$ cat config.mk
export PLATFORM = sky130hd
export DESIGN_NAME = exec_sequencer
export DESIGN_NICKNAME = d
export VERILOG_FILES = /design/src/rtl/exec_sequencer.sv
export SDC_FILE = /design/constraint.sdc
export NUM_CORES = 1
export LEC_CHECK = 0
export CAP_MARGIN = 25
export CORE_UTILIZATION = 35
export DETAILED_ROUTE_END_ITERATION = 8
export GPL_TIMING_DRIVEN = 0
export PLACE_DENSITY = 0.71
export SLEW_MARGIN = 20
export SYNTH_ARGS = -nofsm -noshare
export SYNTH_HDL_FRONTEND = slang
export SYNTH_SLANG_ARGS = --single-unit
export TNS_END_PERCENT = 100
$ cat constraint.sdc
create_clock -name clk -period 1.6 [get_ports clk]
set_input_delay 0.16 -clock clk [delete_from_list [all_inputs] [get_ports clk]]
set_output_delay 0.16 -clock clk [all_outputs]
set_load 0.05 [all_outputs]
$ cat src/rtl/exec_sequencer.sv
// Execute-stage controller: drives ALUControl, sequences fixed-latency MUL/MOD,
// owns the Z/N compare flags and resolves JMP/JEQ/JGT for writeback.
module exec_sequencer #(
   parameter int unsigned MUL_CYCLES = 4,
   parameter int unsigned MOD_CYCLES = 16,
   parameter int unsigned CNT_W      = 5
) (
   input  logic       clk,
   input  logic       rst,
   input  logic       in_valid,
   output logic       in_ready,
   input  logic [4:0] opcode,
   input  logic       flush,
   input  logic       alu_zero,
   input  logic       alu_neg,
   input  logic       out_ready,
   output logic [2:0] alu_ctrl,
   output logic       mc_start,
   output logic       mc_busy,
   output logic       out_valid,
   output logic       wb_en,
   output logic       branch_taken,
   output logic       illegal_op
);

   localparam logic [4:0] OP_ADD  = 5'b11000;
   localparam logic [4:0] OP_SUB  = 5'b11010;
   localparam logic [4:0] OP_MUL  = 5'b11110;
   localparam logic [4:0] OP_MOD  = 5'b11100;
   localparam logic [4:0] OP_LSR  = 5'b11001;
   localparam logic [4:0] OP_MOVR = 5'b10100;
   localparam logic [4:0] OP_MOVI = 5'b10101;
   localparam logic [4:0] OP_CMPR = 5'b10110;
   localparam logic [4:0] OP_CMPI = 5'b10111;
   localparam logic [4:0] OP_JMP  = 5'b00001;
   localparam logic [4:0] OP_JEQ  = 5'b00111;
   localparam logic [4:0] OP_JGT  = 5'b00011;

   localparam logic [2:0] CTRL_IDLE = 3'b111;

   // Counter is loaded with L-1 so RESULT is entered exactly L cycles after accept.
   localparam logic [CNT_W-1:0] MUL_RELOAD = CNT_W'(MUL_CYCLES - 1);
   localparam logic [CNT_W-1:0] MOD_RELOAD = CNT_W'(MOD_CYCLES - 1);
   localparam logic [CNT_W-1:0] CNT_ONE    = CNT_W'(1);

   typedef enum logic [1:0] {
      IDLE   = 2'd0,
      MULTI  = 2'd1,
      RESULT = 2'd2
   } state_t;

   state_t           state;
   state_t           state_nxt;
   logic [4:0]       op_q;
   logic [CNT_W-1:0] cnt;
   logic             flag_z;
   logic             flag_n;

   logic [2:0]       dec_ctrl;
   logic             dec_multi;
   logic [CNT_W-1:0] dec_reload;
   logic             q_wb;
   logic             q_cmp;
   logic             q_taken;
   logic             q_illegal;
   logic             accept;
   logic             handoff;

   assign accept  = in_valid && in_ready;
   assign handoff = (state == RESULT) && out_ready && !flush;

   // Decode of the incoming opcode: ALU control and execute latency.
   always_comb begin
      dec_ctrl   = CTRL_IDLE;
      dec_multi  = 1'b0;
      dec_reload = '0;
      case (opcode)
         OP_ADD:                 dec_ctrl = 3'b000;
         OP_SUB:                 dec_ctrl = 3'b001;
         OP_MUL: begin
            dec_ctrl   = 3'b010;
            dec_multi  = 1'b1;
            dec_reload = MUL_RELOAD;
         end
         OP_MOD: begin
            dec_ctrl   = 3'b011;
            dec_multi  = 1'b1;
            dec_reload = MOD_RELOAD;
         end
         OP_LSR:                 dec_ctrl = 3'b100;
         OP_MOVR:                dec_ctrl = 3'b111;
         OP_MOVI:                dec_ctrl = 3'b101;
         OP_CMPR, OP_CMPI:       dec_ctrl = 3'b001;
         OP_JMP, OP_JEQ, OP_JGT: dec_ctrl = 3'b000;
         default:                dec_ctrl = CTRL_IDLE;
      endcase
   end

   // Decode of the held opcode: writeback, flag write and branch resolution.
   always_comb begin
      q_wb      = 1'b0;
      q_cmp     = 1'b0;
      q_taken   = 1'b0;
      q_illegal = 1'b0;
      case (op_q)
         OP_ADD, OP_SUB, OP_MUL, OP_MOD,
         OP_LSR, OP_MOVR, OP_MOVI:        q_wb = 1'b1;
         OP_CMPR, OP_CMPI:                q_cmp = 1'b1;
         OP_JMP:                          q_taken = 1'b1;
         OP_JEQ:                          q_taken = flag_z;
         OP_JGT:                          q_taken = !flag_z && !flag_n;
         default:                         q_illegal = 1'b1;
      endcase
   end

   always_ff @(posedge clk or posedge rst) begin
      if (rst) state <= IDLE;
      else     state <= state_nxt;
   end

   always_comb begin
      state_nxt = state;
      if (flush) begin
         state_nxt = IDLE;
      end else begin
         case (state)
            IDLE:    if (accept) state_nxt = dec_multi ? MULTI : RESULT;
            MULTI:   if (cnt == CNT_ONE) state_nxt = RESULT;
            RESULT:  if (out_ready) state_nxt = IDLE;
            default: state_nxt = IDLE;
         endcase
      end
   end

   always_comb begin
      in_ready     = (state == IDLE) && !flush;
      mc_busy      = (state == MULTI);
      out_valid    = (state == RESULT);
      wb_en        = (state == RESULT) && q_wb;
      branch_taken = (state == RESULT) && q_taken;
      illegal_op   = (state == RESULT) && q_illegal;
   end

   // Opcode latch, ALU control, latency counter, start pulse and flags.
   always_ff @(posedge clk or posedge rst) begin
      if (rst) begin
         op_q     <= '0;
         alu_ctrl <= CTRL_IDLE;
         cnt      <= '0;
         mc_start <= 1'b0;
         flag_z   <= 1'b0;
         flag_n   <= 1'b0;
      end else if (flush) begin
         alu_ctrl <= CTRL_IDLE;
         cnt      <= '0;
         mc_start <= 1'b0;
      end else if (accept) begin
         op_q     <= opcode;
         alu_ctrl <= dec_ctrl;
         cnt      <= dec_reload;
         mc_start <= dec_multi;
      end else begin
         mc_start <= 1'b0;
         if (state == MULTI && cnt != CNT_ONE) cnt <= cnt - CNT_ONE;
         else if (state == MULTI)              cnt <= '0;
         if (handoff) begin
            alu_ctrl <= CTRL_IDLE;
            if (q_cmp) begin
               flag_z <= alu_zero;
               flag_n <= alu_neg;
            end
         end
      end
   end

endmodule

==> results of run 1 <==
## Yosys cell counts (all sizes together), types with 2 or more instances
cell type / instances
a2111oi: 2
a211oi: 5
a21oi: 5
a221oi: 2
a41oi: 2
buf: 5
dfrtp: 15
dfstp: 3
ha: 2
inv: 6
mux2: 3
nand2: 19
nand2b: 6
nand3: 4
nor2: 4
nor2b: 5
nor3: 4
nor4b: 3
o21a: 3
o21ai: 4
o32ai: 2
or4b: 3
## cells by family after synthesis
family | after synthesis | synth area share
compound gates | 33 | 0.2178
simple gates | 55 | 0.2728
buf+inv | 11 | 0.04950
mux | 4 | 0.03850
flops | 18 | 0.3993
fa+ha+maj | 2 | 0.02200
## per-stage QoR
| step | power, mW | hold WS, ns | area [sq um] | setup WS (ns) |
|---|---|---|---|---|
| floorplan | 0.7537 | 0.09638 | 1154 | 0.002223 |
| global placement | 0.8547 | 0.4805 | 1419 | -0.4916 |
| detailed placement | 0.8655 | 0.5031 | 1419 | -0.4798 |
| CTS | 1.131 | 0.2680 | 1508 | -0.01064 |
| global route | 1.231 | 0.3015 | 1589 | -0.07863 |
| finish | 1.176 | 0.2294 | 1589 | -0.02098 |
## path summary, 6_finish.rpt
path	from	endpoint	cells after the start
worst max register to register	state[1]	alu_ctrl[1]	4
worst min-delay path	rst	state[1]	2
min in group clk	flush	cnt[3]	4
worst max-delay path	state[1]	alu_ctrl[1]	4
worst min register to register	op_q[0]	op_q[0]	2
max in group asynchronous	rst	op_q[4]	2
## state kept, by name, summed over array words and instances, names as in the netlist
name / count
mc_start: 1
flag_n: 1
alu_ctrl: 3
op_q: 5
flag_z: 1
cnt: 5
state: 2
## final cells by class
cell class	count	share of cell area
clock buffer	4	0.01654
timing repair buffer	27	0.1598
tap	44	0.03465
inverter	6	0.01417
sequential	18	0.2874
multi-input combinational	94	0.4606
buffer	5	0.02677
## what timing repair did
item,in CTS,in global routing
pin swaps,3,1
setup buffers,5,1
endpoints found under the setup margin,16,18
gates resized for setup,49,20
## power breakdown
part	switching [mW]	total [mW]	internal (mW)
logic	0.200	0.368	0.168
registers	0.0524	0.550	0.498
clock network	0.160	0.258	0.0978
total	0.413	1.18	0.763
## per-layer routing
metal / share of wire / vias up
li1: - / 530
met2: 0.47 / 29
met3: 0.048 / 5
met5: 0 / -
met1: 0.47 / 538
met4: 0.017 / 0
==> impl_results.md, run 1 <==
- Outcome: complete, but fails checks
- Violated checks: negative setup slack
- Critical Path RT: 1.83 ns
- Number of global-route vias before repair: 1074
- Cell Chain, Critical Path: buf_4 > or4b_4 > a2111oi_1 > a211oi_1
- Crit path buffers/inverters: 1
- Max Root-Sink Buffers: 2
- Largest net degree at the start of global routing: 19
- GR Overflow Total: 0
- Area leader, netlist: dfrtp_1
- Root buffer cell: clkbuf_4
- Slew headroom: 0.5500
- Worst hold path class: in -> async
- Initial antenna violation count: 0
- Synth top area share: 0.3300
- GR Util met2: 0.2938
- Syn avg cell area: 9.247 sq um
- Mapped Nets: 137
- Hpwl dp: 2004 microns
- RSZ-0062 raised after global routing: true
- Final Cycle Share: 1.013
- GRT Overall Usage: 0.1863
- DIE AREA: 3482 sq um
- GRT met3 Usage: 0.03493
- Busiest layer in global routing: met2
- Fillcell total: 283
- Max-slew violation count: 0
- P&R area growth vs syn: 39.71%
- Initial DRC count: 18
- DRT Wirelength: 2926 microns
- Commonest non-fill, non-tap cell in the layout: nand2_1
- Max-cap violations: 0
- I/O pin cnt: 22
- Crit path max-delay family: simple AND/OR/NAND/NOR gates
- Max Freq: 0.6169 GHz
- N_diodes: 0
- Placed Instances: 188
- Routed Antenna Nets: 0
- Register area share after synthesis: 0.3993
- Number of synthesis warnings: 0
- Most frequent cells in the layout: nand2_1, dfrtp_1, clkdlybuf4s50_1
- Number of detailed-route iterations in the first pass: 4
- Netlist cell types: 42
- Tightest Pin Transition: 0.6742 ns
- Clock skew: 0.01010 ns
- Row count: 20
- Crit Path Class: reg -> reg
- Asr flop ratio synth: 1.000
- CP startpoint kind: register
- Crit path DAT: 1.86 ns
- Drt via density: 5.566
- Cell count after synthesis: 123
- CTS tree: done
- Post-synth EDFFs: 0
- Starting density of the core: 0.3695
- Hold Buf Count CTS: 0
- Mapped cell area: 1137 sq um
- Final setup margin: -0.02098 ns
- Chip height: 59.01 microns
- Area occupied by multi-input gates: 732.0 sq um
- Worst-path maximum fanout: 3
- Final setup fails: 3
- Vias: 1102
- Setup TNS: -0.03394 ns
- Htree depth: 1
- Min cycle time layout: 1.621 ns
- Worst IR drop on VDD: 0.2932 mV
- Hold Violations, Final: 0
- PD cells: 739.9 nW/um^2
- Share of cells above drive strength 1: 0.3117
- First-pass GRT wire length: 4857 microns
- CTS buffer count: 3
- Die width: 59.01 microns
- Storage element area: 456.7 sq um
- Routed len/inst: 14.78 microns
- Met1 Resource Use GR: 0.2497
- Slowest cell on crit path: or4b_4
- Post-route DRC: 0
- Max stage delay on crit path: 0.51 ns
- Core Box Area: 3078 sq um
- Port Buffers: 21
- Top post-synthesis cells by area: dfrtp_1, dfstp_2, nand2_1, a211oi_1, nand2b_1
- Gpl congestion: 0.7886
- CP endpoint kind: register
- NumNets Final: 169
- Clk Latency, worst-skew pair: 0.32 ns
- Reg clk slew, reported paths: 0.11 ns
- Fin cells: 198
- Worst reg2reg setup slack: -0.02 ns
- Leak Pwr: 0.6442 nW
- Util after Layout: 0.5163
- Clk sink count: 18
- Dominant synthesized flop cell: dfrtp_1
- Yosys reg bits: 18
(Power assumes the default switching activity.)
==> run 2: changes to the inputs <==
PLACE_DENSITY = 0.69   (was 0.71)
clock period = 1.8 ns   (was 1.6 ns; I/O delays follow)
==> run 2 against run 1 <==
Against the previous run:
- the flow now finishes without violations
- clock-buffer cell count unchanged
- non-clock buffer count is 6 lower
- largest power group unchanged
- worst setup slack gained 0.094 ns
- critical path depth is the same
- global-route usage fell by 1.9 points
==> impl_results.md, run 2 (same netlist as run 1, synthesis figures left out) <==
- Outcome: completed (was complete, but fails checks)
- Pwr Total: 1.000 mW (was 1.176 mW)
- CTS tree: done (unchanged)
- Htree depth: 1 (unchanged)
- Initial DRC count: 56 (was 18)
- R2R Path Start: cnt[1] (was state[1])
- PD cells: 694.1 nW/um^2 (was 739.9 nW/um^2)
- GRT Overall Usage: 0.1669 (was 0.1863)
- Min cycle time layout: 1.727 ns
- GR Util met2: 0.2776 (was 0.2938)
- N_diodes: 0 (unchanged)
- DRT Wirelength: 2561 microns (was 2926 microns)
- Cell Chain, Critical Path: buf_4 > nand2b_1 > inv_1 > clkbuf_4 (was buf_4 > or4b_4 > a2111oi_1 > a211oi_1)
- Leak Pwr: 0.5840 nW (was 0.6442 nW)
- Drt via density: 5.396 (was 5.566)
- Final setup fails: 0 (was 3)
- Area occupied by multi-input gates: 646.9 sq um (was 732.0 sq um)
- Commonest non-fill, non-tap cell in the layout: nand2_1 (unchanged)
- Core Box Area: 3078 sq um (unchanged)
- Switch share: 0.3236 (was 0.3510)
- Max Root-Sink Buffers: 2 (unchanged)
- Reg clk slew, reported paths: 0.11 ns (about the same)
- Fin cells: 192 (was 198)
- DIE AREA: 3482 sq um (unchanged)
- I/O pin cnt: 22 (unchanged)
- Number of global-route vias before repair: 985 (was 1074)
- Chip height: 59.01 microns (unchanged)
- Largest net degree at the start of global routing: 19 (unchanged)
- Crit path buffers/inverters: 3 (was 1)
- RSZ-0062 raised after global routing: true (unchanged)
- Initial antenna violation count: 0 (unchanged)
- Port Buffers: 21 (unchanged)
- NumNets Final: 163 (was 169)
- Worst reg2reg path endpoint: cnt[2] (was alu_ctrl[1])
- First-pass GRT wire length: 4443 microns (was 4857 microns)
- Worst IR drop on VDD: 0.2521 mV (was 0.2932 mV)
- Clk sink count: 18 (unchanged)
- Max-cap violations: 0 (unchanged)
- Most frequent cells in the layout: nand2_1, dfrtp_1, clkdlybuf4s50_1 (unchanged)
- Max Freq: 0.5791 GHz
- P&R area growth vs syn: 26.73% (was 39.71%)
- Worst hold path class: in -> async (unchanged)
- Tightest Pin Transition: 0.6661 ns (was 0.6742 ns)
- Row count: 20 (unchanged)
- GRT met3 Usage: 0.02620 (was 0.03493)
- Final Cycle Share: 0.9594
- Comb power frac: 0.269 (was 0.313)
- Placed Instances: 188 (unchanged)
- CTS buffer count: 3 (unchanged)
- Number of detailed-route iterations in the first pass: 4 (unchanged)
- Routed len/inst: 13.34 microns (was 14.78 microns)
- Busiest layer in global routing: met2 (unchanged)
- Gpl congestion: 0.8090 (was 0.7886)
- Storage element area: 454.2 sq um (was 456.7 sq um)
- Crit path DAT: 1.55 ns (was 1.86 ns)
- Starting density of the core: 0.3695 (unchanged)
- Util after Layout: 0.4683 (was 0.5163)
- Hpwl dp: 1948 microns (was 2004 microns)
- Clk Latency, worst-skew pair: 0.29 ns (was 0.32 ns)
- Max stage delay on crit path: 0.43 ns (was 0.51 ns)
- P_sw: 0.3237 mW (was 0.4127 mW)
- Crit path max-delay family: buffers and inverters (was simple AND/OR/NAND/NOR gates)
- Share of cells above drive strength 1: 0.1959 (was 0.3117)
- Post-CTS setup buffers: 0 (was 5)
- GR Overflow Total: 0 (unchanged)
- CP endpoint kind: output port (was register)
- Root buffer cell: clkbuf_4 (unchanged)
- Vias: 1036 (was 1102)
- Critical Path RT: 1.62 ns (was 1.83 ns)
- Worst reg2reg setup slack: 0.11 ns (was -0.02 ns)
- Sequential power share: 0.481 (was 0.468)
- Hold Violations, Final: 0 (unchanged)
- Clock Power Share: 0.251 (was 0.220)
- Max-slew violation count: 0 (unchanged)
- Post-route DRC: 0 (unchanged)
- Met1 Resource Use GR: 0.2273 (was 0.2497)
- Fillcell total: 308 (was 283)
- Worst-path maximum fanout: 10 (was 3)
- Clock skew: 0.005700 ns (was 0.01010 ns)
- Termination of the worst setup path: mc_busy (was alu_ctrl[1])
- Int Power: 0.6767 mW (was 0.7631 mW)
- Slowest cell on crit path: dfrtp_1 (was or4b_4)
- CP startpoint kind: register (unchanged)
- Slew headroom: 0.5555 (was 0.5500)
- Crit Path Class: reg -> out (was reg -> reg)
- Die width: 59.01 microns (unchanged)
- Worst Setup SP: state[1] (unchanged)
- R2r worst-path depth: 5 (was 4)
- Registers with the most flip-flops: cnt: 5 flops, op_q: 5 flops, alu_ctrl: 3 flops (unchanged)
- Worst path depth: 4 (unchanged)
- Routed Antenna Nets: 0 (unchanged)
-- run 2: changes by cell type in the layout (fill, tap and decap cells not counted), moves of 2 or more --
| cell | previous run | this run |
|---|---|---|
| nor4b_1 | 0 | 2 |
| buf_4 | 8 | 1 |
| dfrtp_2 | 2 | 0 |
| inv_1 | 4 | 6 |
| buf_6 | 5 | 1 |
| buf_2 | 2 | 5 |
| dfrtp_1 | 13 | 15 |
| inv_2 | 2 | 0 |
| nand2b_1 | 4 | 6 |
| clkdlybuf4s50_1 | 10 | 12 |
-- run 2: repair_timing --
action                                  4_1_cts  5_1_grt
hold buffers                                  0        0
resized for setup                            30        6
endpoints found under the setup margin        9        8
-- run 2: worst min-delay path by stage --
stage	from	to	slack, ns	cells past startpoint
CTS	rst	mc_start	0.32	2
global placement	op_q[0]	op_q[0]	0.49	2
finish	rst	mc_start	0.27	2
floorplan	rst	cnt[0]	0.12	1
global route	rst	mc_start	0.35	2
detailed placement	op_q[0]	op_q[0]	0.49	2
-- run 2: power groups by stage --
stage / Combinational [mW] / Clock [mW] / Sequential [mW]
after floorplan: 0.177 / 0 / 0.490
after global placement: 0.269 / 0 / 0.487
after detailed placement: 0.274 / 0 / 0.489
after CTS: 0.267 / 0.252 / 0.481
after global routing: 0.298 / 0.277 / 0.488
final: 0.269 / 0.251 / 0.481
-- run 2: worst register-to-register path, cell delays in order, from the launching register on --
cell	delay [ns]
dfrtp_1	0.39
inv_1	0.11
ha_2	0.22
or4b_1	0.50
a41oi_1	0.25
o32ai_1	0.11
-- run 2: stage by stage --
| step | hold WS, ns | TNS [ns] | setup slack [ns] | instance area, sq um |
|---|---|---|---|---|
| floorplan | 0.1164 | -0.04004 | -0.02481 | 1144 |
| global placement | 0.4853 | -1.336 | -0.3545 | 1409 |
| detailed placement | 0.4925 | -1.480 | -0.3563 | 1409 |
| CTS | 0.3157 | 0 | 0.002504 | 1424 |
| global route | 0.3545 | -0.005791 | -0.005791 | 1441 |
| finish | 0.2712 | 0 | 0.07310 | 1441 |
-- run 2: area by class of cell --
class                      instances  area share
buffer                             5     0.02344
tap                               44     0.03819
multi-input combinational         94      0.4488
timing repair buffer              21      0.1337
inverter                           6     0.01563
clock buffer                       4     0.02517
sequential                        18      0.3151
-- run 2: metal layers --
layer | vias to the layer above | part of all wire
li1 | 515 | -
met1 | 488 | 0.46
met2 | 29 | 0.48
met3 | 4 | 0.045
met4 | 0 | 0.0090
met5 | - | 0
